### config.mk
export PLATFORM = sky130hd
export DESIGN_NAME = fsm_meter
export DESIGN_NICKNAME = d
export VERILOG_FILES = /design/src/rtl/fsm_meter.sv
export SDC_FILE = /design/constraint.sdc
export NUM_CORES = 1
export LEC_CHECK = 0
export ABC_CLOCK_PERIOD_IN_PS = 2400
export CAP_MARGIN = 15
export CELL_PAD_IN_SITES_DETAIL_PLACEMENT = 0
export CELL_PAD_IN_SITES_GLOBAL_PLACEMENT = 1
export CORE_ASPECT_RATIO = 0.5
export CORE_MARGIN = 4
export CORE_UTILIZATION = 46
export DETAILED_ROUTE_END_ITERATION = 7
export GPL_ROUTABILITY_DRIVEN = 0
export MAX_ROUTING_LAYER = met4
export PLACE_DENSITY = 0.86
export SETUP_SLACK_MARGIN = 0.02
export SYNTH_ARGS = -nofsm -noshare
export SYNTH_HDL_FRONTEND = slang
export SYNTH_SLANG_ARGS = --single-unit
### constraint.sdc
create_clock -name clk -period 2.4 [get_ports clk]
set_input_delay 0.72 -clock clk [delete_from_list [all_inputs] [get_ports clk]]
set_output_delay 0.72 -clock clk [all_outputs]
set_load 0.01 [all_outputs]
### src/rtl/fsm_meter.sv
// fsm_meter: taximeter trip FSM (IDLE/MOVE/WAIT/STOP) with distance and waiting-time tick generators.
// Optional key debouncing is enabled by defining FSM_DEBOUNCE_EN. Rev 1.0
`default_nettype none

module fsm_meter #(
    parameter int DEB_CYCLES  = 20,
    parameter int DIST_DIV    = 1000,
    parameter int WAIT_GRACE  = 5000,
    parameter int WAIT_DIV    = 60000,
    parameter int STOP_CYCLES = 3000
) (
    input  logic       clk,
    input  logic       rst_n,
    input  logic       key_1,
    input  logic       key_2,
    output logic [1:0] state,
    output logic       dist_tick,
    output logic       wait_tick,
    output logic       trip_start,
    output logic       trip_end
);

    typedef enum logic [1:0] {
        S_IDLE = 2'b00,
        S_MOVE = 2'b01,
        S_WAIT = 2'b11,
        S_STOP = 2'b10
    } state_t;

    localparam int DW = (DIST_DIV > 1)    ? $clog2(DIST_DIV)       : 1;
    localparam int GW = (WAIT_GRACE > 0)  ? $clog2(WAIT_GRACE + 1) : 1;
    localparam int PW = (WAIT_DIV > 1)    ? $clog2(WAIT_DIV)       : 1;
    localparam int SW = (STOP_CYCLES > 1) ? $clog2(STOP_CYCLES)    : 1;

    localparam logic [DW-1:0] c_dist_max = DW'(DIST_DIV - 1);
    localparam logic [GW-1:0] c_grace    = GW'(WAIT_GRACE);
    localparam logic [PW-1:0] c_wait_max = PW'(WAIT_DIV - 1);
    localparam logic [SW-1:0] c_stop_max = SW'(STOP_CYCLES - 1);

    generate
        if (DEB_CYCLES < 1 || DEB_CYCLES > 65535 || DIST_DIV < 2 || DIST_DIV > 65535 ||
            WAIT_GRACE < 0 || WAIT_GRACE > 65535 || WAIT_DIV < 2 || WAIT_DIV > 65535 ||
            STOP_CYCLES < 1 || STOP_CYCLES > 65535) begin : g_param_err
            $error("fsm_meter: parameter out of legal range");
        end
    endgenerate

    // Bit 0 carries key_1, bit 1 carries key_2
    logic [1:0] r_sync1;
    logic [1:0] r_sync2;
    logic [1:0] w_k;

    always_ff @(posedge clk) begin
        if (!rst_n) begin
            r_sync1 <= '0;
            r_sync2 <= '0;
        end else begin
            r_sync1 <= {key_2, key_1};
            r_sync2 <= r_sync1;
        end
    end

`ifdef FSM_DEBOUNCE_EN
    localparam int DBW = (DEB_CYCLES > 1) ? $clog2(DEB_CYCLES) : 1;
    localparam logic [DBW-1:0] c_deb_max = DBW'(DEB_CYCLES - 1);

    generate
        for (genvar gi = 0; gi < 2; gi++) begin : g_deb
            logic           r_kq;
            logic [DBW-1:0] r_cnt;

            // Any sample equal to the accepted value restarts the stability run
            always_ff @(posedge clk) begin
                if (!rst_n) begin
                    r_kq  <= 1'b0;
                    r_cnt <= '0;
                end else if (r_sync2[gi] == r_kq) begin
                    r_cnt <= '0;
                end else if (r_cnt == c_deb_max) begin
                    r_kq  <= r_sync2[gi];
                    r_cnt <= '0;
                end else begin
                    r_cnt <= r_cnt + DBW'(1);
                end
            end

            assign w_k[gi] = r_kq;
        end
    endgenerate
`else
    assign w_k = r_sync2;
`endif

    state_t         r_state;
    state_t         w_next;
    logic [SW-1:0]  r_stop;
    logic [DW-1:0]  r_dist;
    logic [GW-1:0]  r_grace;
    logic [PW-1:0]  r_period;
    logic [GW-1:0]  w_grace_base;
    logic [PW-1:0]  w_period_base;

    always_comb begin
        w_next = r_state;
        case (r_state)
            S_IDLE: begin
                if (w_k[0] && w_k[1])  w_next = S_MOVE;
                else if (w_k[0])       w_next = S_WAIT;
            end
            S_MOVE: begin
                if (!w_k[0])           w_next = S_STOP;
                else if (!w_k[1])      w_next = S_WAIT;
            end
            S_WAIT: begin
                if (!w_k[0])           w_next = S_STOP;
                else if (w_k[1])       w_next = S_MOVE;
            end
            S_STOP: begin
                if (r_stop == c_stop_max) w_next = S_IDLE;
            end
            default:                   w_next = S_IDLE;
        endcase
    end

    // Wait counters restart from zero on every fresh WAIT entry
    assign w_grace_base  = (r_state == S_WAIT) ? r_grace  : '0;
    assign w_period_base = (r_state == S_WAIT) ? r_period : '0;

    // Counters and pulses are driven from the next state so every registered
    // output lines up with the cycle in which that state is visible.
    always_ff @(posedge clk) begin
        if (!rst_n) begin
            r_state    <= S_IDLE;
            r_stop     <= '0;
            r_dist     <= '0;
            r_grace    <= '0;
            r_period   <= '0;
            dist_tick  <= 1'b0;
            wait_tick  <= 1'b0;
            trip_start <= 1'b0;
            trip_end   <= 1'b0;
        end else begin
            r_state    <= w_next;
            trip_start <= (r_state == S_IDLE) && (w_next != S_IDLE);
            trip_end   <= (w_next == S_STOP) && (r_state != S_STOP);
            dist_tick  <= 1'b0;
            wait_tick  <= 1'b0;

            if ((w_next == S_STOP) && (r_state == S_STOP)) r_stop <= r_stop + SW'(1);
            else                                             r_stop <= '0;

            if (w_next == S_MOVE) begin
                if (r_dist == c_dist_max) begin
                    r_dist    <= '0;
                    dist_tick <= 1'b1;
                end else begin
                    r_dist <= r_dist + DW'(1);
                end
            end else if (w_next != S_WAIT) begin
                r_dist <= '0;
            end

            if (w_next == S_WAIT) begin
                if (w_grace_base != c_grace) begin
                    r_grace  <= w_grace_base + GW'(1);
                    r_period <= '0;
                end else if (w_period_base == c_wait_max) begin
                    r_grace   <= w_grace_base;
                    r_period  <= '0;
                    wait_tick <= 1'b1;
                end else begin
                    r_grace  <= w_grace_base;
                    r_period <= w_period_base + PW'(1);
                end
            end else begin
                r_grace  <= '0;
                r_period <= '0;
            end
        end
    end

    assign state = r_state;

endmodule

`default_nettype wire

---- Yosys cells after proc, flatten, opt, wreduce, memory -nomap -nowiden ----
Cells that the tools add are included.
word-level totals
  register bits ........................... 61
  bits in latches ......................... 0
  memory bits (writable) .................. 0
  memory bits (read-only) ................. 0
  bits of input ports ..................... 4
  output and inout bits ................... 6
  logic and storage cells ................. 57
  memories ................................ 0
cells by class
  $add $sub $neg .......................... 4
  $mul .................................... 0
  divide/modulo/power cells ............... 0
  $lt $le $gt $ge ......................... 0
  equal/unequal tests ..................... 12
  shift operators ......................... 0
  mux-type cells .......................... 16
  bitwise gates (word level) .............. 2
  reductions and logical operators ........ 12
operators with widths
  cell                                                 count
  2-to-1 mux 10 bit                                    3
  2-to-1 mux 13 bit                                    2
  adder 16 x 1 -> 16 bit, second input constant        1
  equality test 16 bit, second input constant          1
  2-to-1 mux 16 bit                                    1
  2-to-1 mux 2 bit                                     7
  adder 13 x 1 -> 13 bit, second input constant        1
  inequality test 13 bit, second input constant        1
  adder 12 x 1 -> 12 bit, second input constant        1
  equality test 12 bit, second input constant          1
  adder 10 x 1 -> 10 bit, second input constant        1
  equality test 10 bit, second input constant          1
  equality test 2 bit, second input constant           4
  one-hot mux 2 bit (4 select lines)                   1
  AND reduction 2 bit                                  3
  equality test 2 x 1 -> 1 bit, second input constant  2
  logical AND 1 bit                                    4
  inequality test 2 bit, second input constant         2
  nonzero test 2 bit                                   2
  OR reduction 4 bit                                   1
  OR reduction 3 bit                                   1
  zero test 2 bit                                      1
  2-to-1 mux 1 bit                                     2
  NOT 1 bit                                            2

---- Longest topological paths before layout ----
Gate-level depths: netlist (run 1).
  word-level depth ........................ 6
  depth in mapped cells ................... 10
  depth with buffers taken out ............ 8

---- Least setup slack after synthesis (run 1) ----
No wires, ideal clock.
  kind .................................... register to register
  start ................................... register r_state[0], in the netlist state[0]
  end ..................................... register r_grace[12]
  library setup time ...................... 72 ps
  arrival time ............................ 2155 ps
  required time ........................... 2328 ps
  path slack .............................. 173 ps
  cell stages (with the launch flop) ...... 11
  buffers on the path ..................... 2
  clock period less this slack ............ 2227 ps
  cell sequence ........................... dfxtp_1 > buf_2 > and2_1 > clkbuf_1 > nand2_1 > inv_1 > ha_1 > and2_1 > nand4_1 > or3_1 > a21oi_1
between the ends
  longest elaborated chain between the ends .. 5
  elaborated cells between the ends (all ways) .. 18
  those cells by class .................... add/sub: 1; eq/ne: 5; mux: 10; reduce/logical: 2
RTL lines
  item                                                            RTL line  text
  from (decl)                                                     94        state_t r_state;
  from (signal assigned)                                          143       r_state <= w_next;
  branches (longest 5 deep; another with adder 13 x 1 -> 13 bit)  --
  to (signal assigned)                                            165       r_grace <= w_grace_base + GW'(1);
  to (signal assigned)                                            168       r_grace <= w_grace_base;
  to (signal assigned)                                            172       r_grace <= w_grace_base;
  to (decl)                                                       98        logic [GW-1:0] r_grace;
Several ways; the timed one is not identified.
A chain may end at the register's enable or synchronous reset.

---- Worst setup path in the final report (run 1) ----
  start ................................... register r_state[0], in the netlist state[0]
  end ..................................... output state[0]
RTL lines
  item       RTL line  text
  to (decl)  16        output logic [1:0] state,
No word-level cell between the ends.

==> impl_metrics.yaml, run 1 <==
sta:
  finalHoldViolCount: 0
  fmax_ghz: 0.455
  fin_setup_tns_ps: 0
  clock_skew_ps: 7.73
  timing.final.crit_share_pct: 91.7
  relSlewSlack_pct: 60.6
  setup_viol_count_final: 0
  worstMarginPinSlew_ps: 575
  grt_setup_unrepaired: "false"
  fin_crit_ps: 2200
  drv_slew: 0
run_status:
  status: "completed"
clock_network:
  clockBufferDepth: 2
  cts_buffers: 9
  holdBufCountCts: 0
  htree_num_levels: 3
  cts_tree: "built"
  cts_sinks: 61
  cts_resized: 0
  cts-root-buf: "clkbuf_16"
  clk_pin_slew_ps: 50
  clock_latency_ps: 330
  post_cts_buffers: 0
power_and_ir_drop:
  powerDensity_nw_per_um2: 776
  clkPwrFrac_pct: 56.8
  swShare_pct: 18.8
  internal-power_mw: 2.00
  power_leakage_nw: 1.09
  comb_power_share_pct: 1.5
  p_seq_share_pct: 41.7
  switching_power_mw: 0.463
  vdd_drop_max_mv: 0.538
setup_path:
  cp_num_buf_inv: 1
  critPathMaxStageDelay_ps: 620
  critPathKind: "flop to primary output"
  start_kind: "flop"
  required_ps: 1680
  path_delay_family: "buffers and inverters"
  critPathArrivalTime_ps: 1480
  end_kind: "primary output"
  slowest_stage: "clkdlybuf4s50_1"
  crit_fanout: 11
  path_cells: "clkdlybuf4s50_1"
synth:
  ys_top_cells_by_count: "dfxtp_1, nor2_1, nand2_1"
  synth_compound_area_share_pct: 3.83
  netlist_area_um2: 2680
  muxShareOfSynthArea_pct: 0.374
  yosysTopAreaCell: "dfxtp_1"
  synthSimpleGateAreaFrac_pct: 33.4
  synth_edf_count: 0
  syn-num-nets: 322
  ys_ff_latch: 61
  synthMostInstantiatedCell: "dfxtp_1"
  async_reset_ff_share_pct: 0
  synth_top_family_by_area: "simple AND/OR/NAND/NOR gates"
  yosys_most_used_dff: "dfxtp_1"
  yosysUniqueCellTypes: 37
  avgSynthCellArea_um2: 8.55
  synthAdderAreaFrac_pct: 2.34
  yosys_warnings: 0
  seq_area_frac_synth_pct: 45.6
  synth_top_area_share_pct: 45.6
  syn_inst: 313
  synthTopCellsByArea: "dfxtp_1, xor2_1, nor2_1"
  synth_xor_area_share_pct: 11.8
routing:
  drt_iter0_drc: 135
  via_count: 2155
  wl_per_cell_um: 12.5
  drc: 0
  wirelength_mm: 5.08
  avgViaCountPerCell: 5.29
  firstDrtPassIters: 4
  postRouteAntennaNets: 0
floorplanning:
  rows: 19
  chipHeight_um: 62.0
  initial_core_util_pct: 48.1
  core_um2: 5560
  die_w_um: 116
  pin_count: 10
  dieArea_um2: 7180
global_route:
  grt_max_degree: 18
  grt_pass1_wl_mm: 8.74
  grt_usage_pct: 16.5
  antenna_found_initial: 0
  gr-total-overflow: 0
  grt_pass1_vias: 1901
placement:
  placed_cells: 391
  numPortBuffers: 9
  hpwl_mm: 3.51
final_layout:
  area_growth_pct: 18.5
  nets: 338
  fin_cells: 407
  fillCellCount: 511
  layout-drive-gt1-share_pct: 6.89
  antenna_cells: 0
flow_run:
  drv_cap: 0
hold_path:
  min_path_type: "flop to flop"
metal layers:
metal  part of all wire, %  routed length, um  global-route usage, %
met5                     0                  0                      -
met4                   1.1                 54                   4.96
met3                   3.2                164                   8.12
met2                    44               2250                   24.6
met1                    51               2610                   19.8
flip-flops by register name (all words and copies together) (netlist names):
name,cells
r_period,16
r_grace,13
r_stop,12
r_dist,10
r_sync1,2
r_sync2,2
state,2
dist_tick,1
trip_end,1
trip_start,1
wait_tick,1
worst register-to-register path, cell delays in order, from the launching register on:
cell and delay [ps]:
dfxtp_1 530, and2_1 230, nand2_1 120, inv_1 70, ha_1 150, and2_1 180, nand4_1 220, or3_1 400
a21oi_1 130
area by class of cell:
| type | instances | area [um^2] | share of cell area (%) |
|---|---|---|---|
| Inverter | 8 | 30.0 | 0.946 |
| Clock buffer | 12 | 256 | 8.08 |
| Sequential cell | 61 | 1220 | 38.5 |
| Timing Repair Buffer | 13 | 120 | 3.79 |
| Tap cell | 73 | 91.3 | 2.88 |
| Clock inverter | 4 | 70.1 | 2.21 |
| Multi-Input combinational cell | 236 | 1380 | 43.6 |
cells in the final DEF, fill, tap and decap left out, drive strengths merged, types with 5 or more instances in the layout:
master and n:
xor2 25, and3 11, nand4 13, nand2 32, nand3 26, and2 6
inv 8, dfxtp 61, clkdlybuf4s50 9, xnor2 11, clkbuf 12, a21oi 10
ha 5, nor3 11, nor2 51
stage by stage:
stage / utilization (%) / power (mW) / setup WS [ps] / area [um^2] / hold WS [ps]
2_1_floorplan: - / 1.07 / 173 / 2680 / 412
3_3_place_gp: 51.2 / 1.09 / 229 / 2850 / 414
3_5_place_dp: 51.2 / 1.09 / 203 / 2850 / 425
4_1_cts: 57.0 / 2.49 / 179 / 3170 / 438
5_1_grt: 57.0 / 2.56 / 107 / 3170 / 448
6_report: 57.0 / 2.46 / 200 / 3170 / 432
cell families after synthesis:
family	after synthesis
and+or+nand+nor	176
AOI/OAI and AO/OA	18
muxes	1
adders and majority gates	5
buffers and inverters	16
DFF	61
xor gates and xnor gates	36
power by group through the flow:
stage,registers [mW],logic (mW),clock network [mW]
after floorplan,1.05,0.0185,0
final,1.03,0.0379,1.40
after CTS,1.03,0.0385,1.43
after detailed placement,1.05,0.0382,0
after global placement,1.05,0.0379,0
after global routing,1.03,0.0422,1.49
path summary, 6_finish.rpt:
path / start / to / slack [ps] / cells after the start
setup / recovery: state[0] / state[0] / 200 / 1
hold reg to reg: r_sync1[0] / r_sync2[0] / 430 / 1
hold / removal: r_sync1[0] / r_sync2[0] / 430 / 1
setup reg to reg: state[0] / r_grace[12] / 290 / 8
(Power assumes the default switching activity.)
==> inputs of run 2 (changes only) <==
--- a/config.mk
+++ b/config.mk
@@ -12,6 +12,7 @@
 export CORE_ASPECT_RATIO = 0.5
 export CORE_MARGIN = 4
 export CORE_UTILIZATION = 46
+export CTS_CLUSTER_DIAMETER = 30
 export DETAILED_ROUTE_END_ITERATION = 7
 export GPL_ROUTABILITY_DRIVEN = 0
 export MAX_ROUTING_LAYER = met4
==> results of run 2 <==
Final layout, timing and power as in run 1 (identical DEF).
==> inputs of run 3 (changes only) <==
--- a/config.mk
+++ b/config.mk
@@ -12,7 +12,7 @@
 export CORE_ASPECT_RATIO = 0.5
 export CORE_MARGIN = 4
 export CORE_UTILIZATION = 46
-export CTS_CLUSTER_DIAMETER = 30
+export CTS_CLUSTER_DIAMETER = 50
 export DETAILED_ROUTE_END_ITERATION = 7
 export GPL_ROUTABILITY_DRIVEN = 0
 export MAX_ROUTING_LAYER = met4
==> constraint.sdc (replaced) <==
create_clock -name clk -period 2.4 [get_ports clk]
set_input_delay 0.36 -clock clk [delete_from_list [all_inputs] [get_ports clk]]
set_output_delay 0.36 -clock clk [all_outputs]
set_load 0.01 [all_outputs]
==> impl_metrics.yaml, run 3 (synthesis results as in run 1) <==
routing:
  postRouteAntennaNets: 0
  firstDrtPassIters: 4
  wirelength_mm: 5.18
  drc: 0
  avgViaCountPerCell: 5.37
  drt_iter0_drc: 107
  wl_per_cell_um: 12.7
  via_count: 2184
placement:
  placed_cells: 392
  numPortBuffers: 9
  post-place-ws_ps: 312
  dpl_cell_area_um2: 2850
  hpwl_mm: 3.60
sta:
  worstMarginPinSlew_ps: 452
  grt_setup_unrepaired: "false"
  clock_skew_ps: 2.90
  holdWs_ps: 433
  relSlewSlack_pct: 69.6
  setup_viol_count_final: 0
  finalHoldViolCount: 0
  drv_slew: 0
  timing.final.crit_share_pct: 87.3
  postLayoutSetupSlackWorst_ps: 305
  fin_crit_ps: 2100
  fin_setup_tns_ps: 0
  fmax_ghz: 0.477
floorplanning:
  dieArea_um2: 7180
  core_um2: 5560
  pin_count: 10
  initial_core_util_pct: 48.1
  die_w_um: 116
  rows: 19
  chipHeight_um: 62.0
clock_network:
  cts_buffers: 9
  cts-root-buf: "clkbuf_16"
  holdBufCountCts: 0
  cts_sinks: 61
  post_cts_buffers: 0
  clk_pin_slew_ps: 50
  clock_latency_ps: 320
  cts_resized: 0
  htree_num_levels: 3
  clockBufferDepth: 2
  cts_tree: "built"
global_route:
  grt_max_degree: 18
  grt_pass1_wl_mm: 8.96
  gr-total-overflow: 0
  grt_usage_pct: 16.6
  grt_pass1_vias: 2015
  antenna_found_initial: 0
power_and_ir_drop:
  vdd_drop_max_mv: 0.409
  power_leakage_nw: 1.08
  finalPower_mw: 2.32
  powerDensity_nw_per_um2: 735
final_layout:
  regMostFlops: "r_period"
  layout-drive-gt1-share_pct: 6.89
  area_growth_pct: 17.7
  fin_cells: 407
  final_cell_mix: "dfxtp_1, nor2_1, nand2_1"
  multi_input_area_um2: 1380
  largest_reg_flops: 16
  nets: 339
  layout_top_registers: "r_period: 16 flops, r_grace: 13 flops, r_stop: 12 flops"
  final_common_cell: "dfxtp_1"
  fin_util_pct: 56.7
  fillCellCount: 506
  fin_area_um2: 3150
  seq_area_um2: 1220
  antenna_cells: 0
setup_path:
  end_kind: "flop"
  path_cells: "and3_1 > ha_1 > nand4_1 > or4_4 > nand2b_4 > nor2_1"
  critPathKind: "flop to flop"
  path_delay_family: "simple AND/OR/NAND/NOR gates"
  crit_fanout: 15
  required_ps: 2610
  slowest_stage: "or4_4"
  critPathMaxStageDelay_ps: 590
  critPathArrivalTime_ps: 2300
  cp_num_buf_inv: 0
  start_kind: "flop"
run_status:
  status: "completed"
flow_run:
  drv_cap: 0
hold_path:
  min_path_type: "flop to flop"
[run 3: area by class of cell]
type / instances / share of cell area, %
Multi-Input combinational cell: 236 / 43.9
Sequential cell: 61 / 38.7
Clock buffer: 15 / 9.45
Timing Repair Buffer: 14 / 4.05
Tap cell: 73 / 2.90
Inverter: 8 / 0.953
[run 3: worst paths after layout]
check        cells past startpoint       start           end  slack, ps
max                              6    state[0]  r_period[12]        300
min                              1  r_sync1[1]    r_sync2[1]        430
max reg2reg                      6    state[0]  r_period[12]        300
min reg2reg                      1  r_sync1[1]    r_sync2[1]        430
[run 3: report_power, final]
group | leakage [nW] | total, mW | switching [mW] | internal, mW
sequential | 0.492 | 1.03 | 0.00603 | 1.02
combinational | 0.438 | 0.0377 | 0.0197 | 0.0180
clock | 0.148 | 1.25 | 0.416 | 0.833
total | 1.08 | 2.32 | 0.442 | 1.87
[run 3: per-layer routing]
layer	track usage [%]	up-vias	wire length (um)
met5	-	-	0
met3	6.38	8	256
li1	-	1113	-
met1	20.4	1018	2530
met2	25.6	45	2310
met4	5.45	0	80
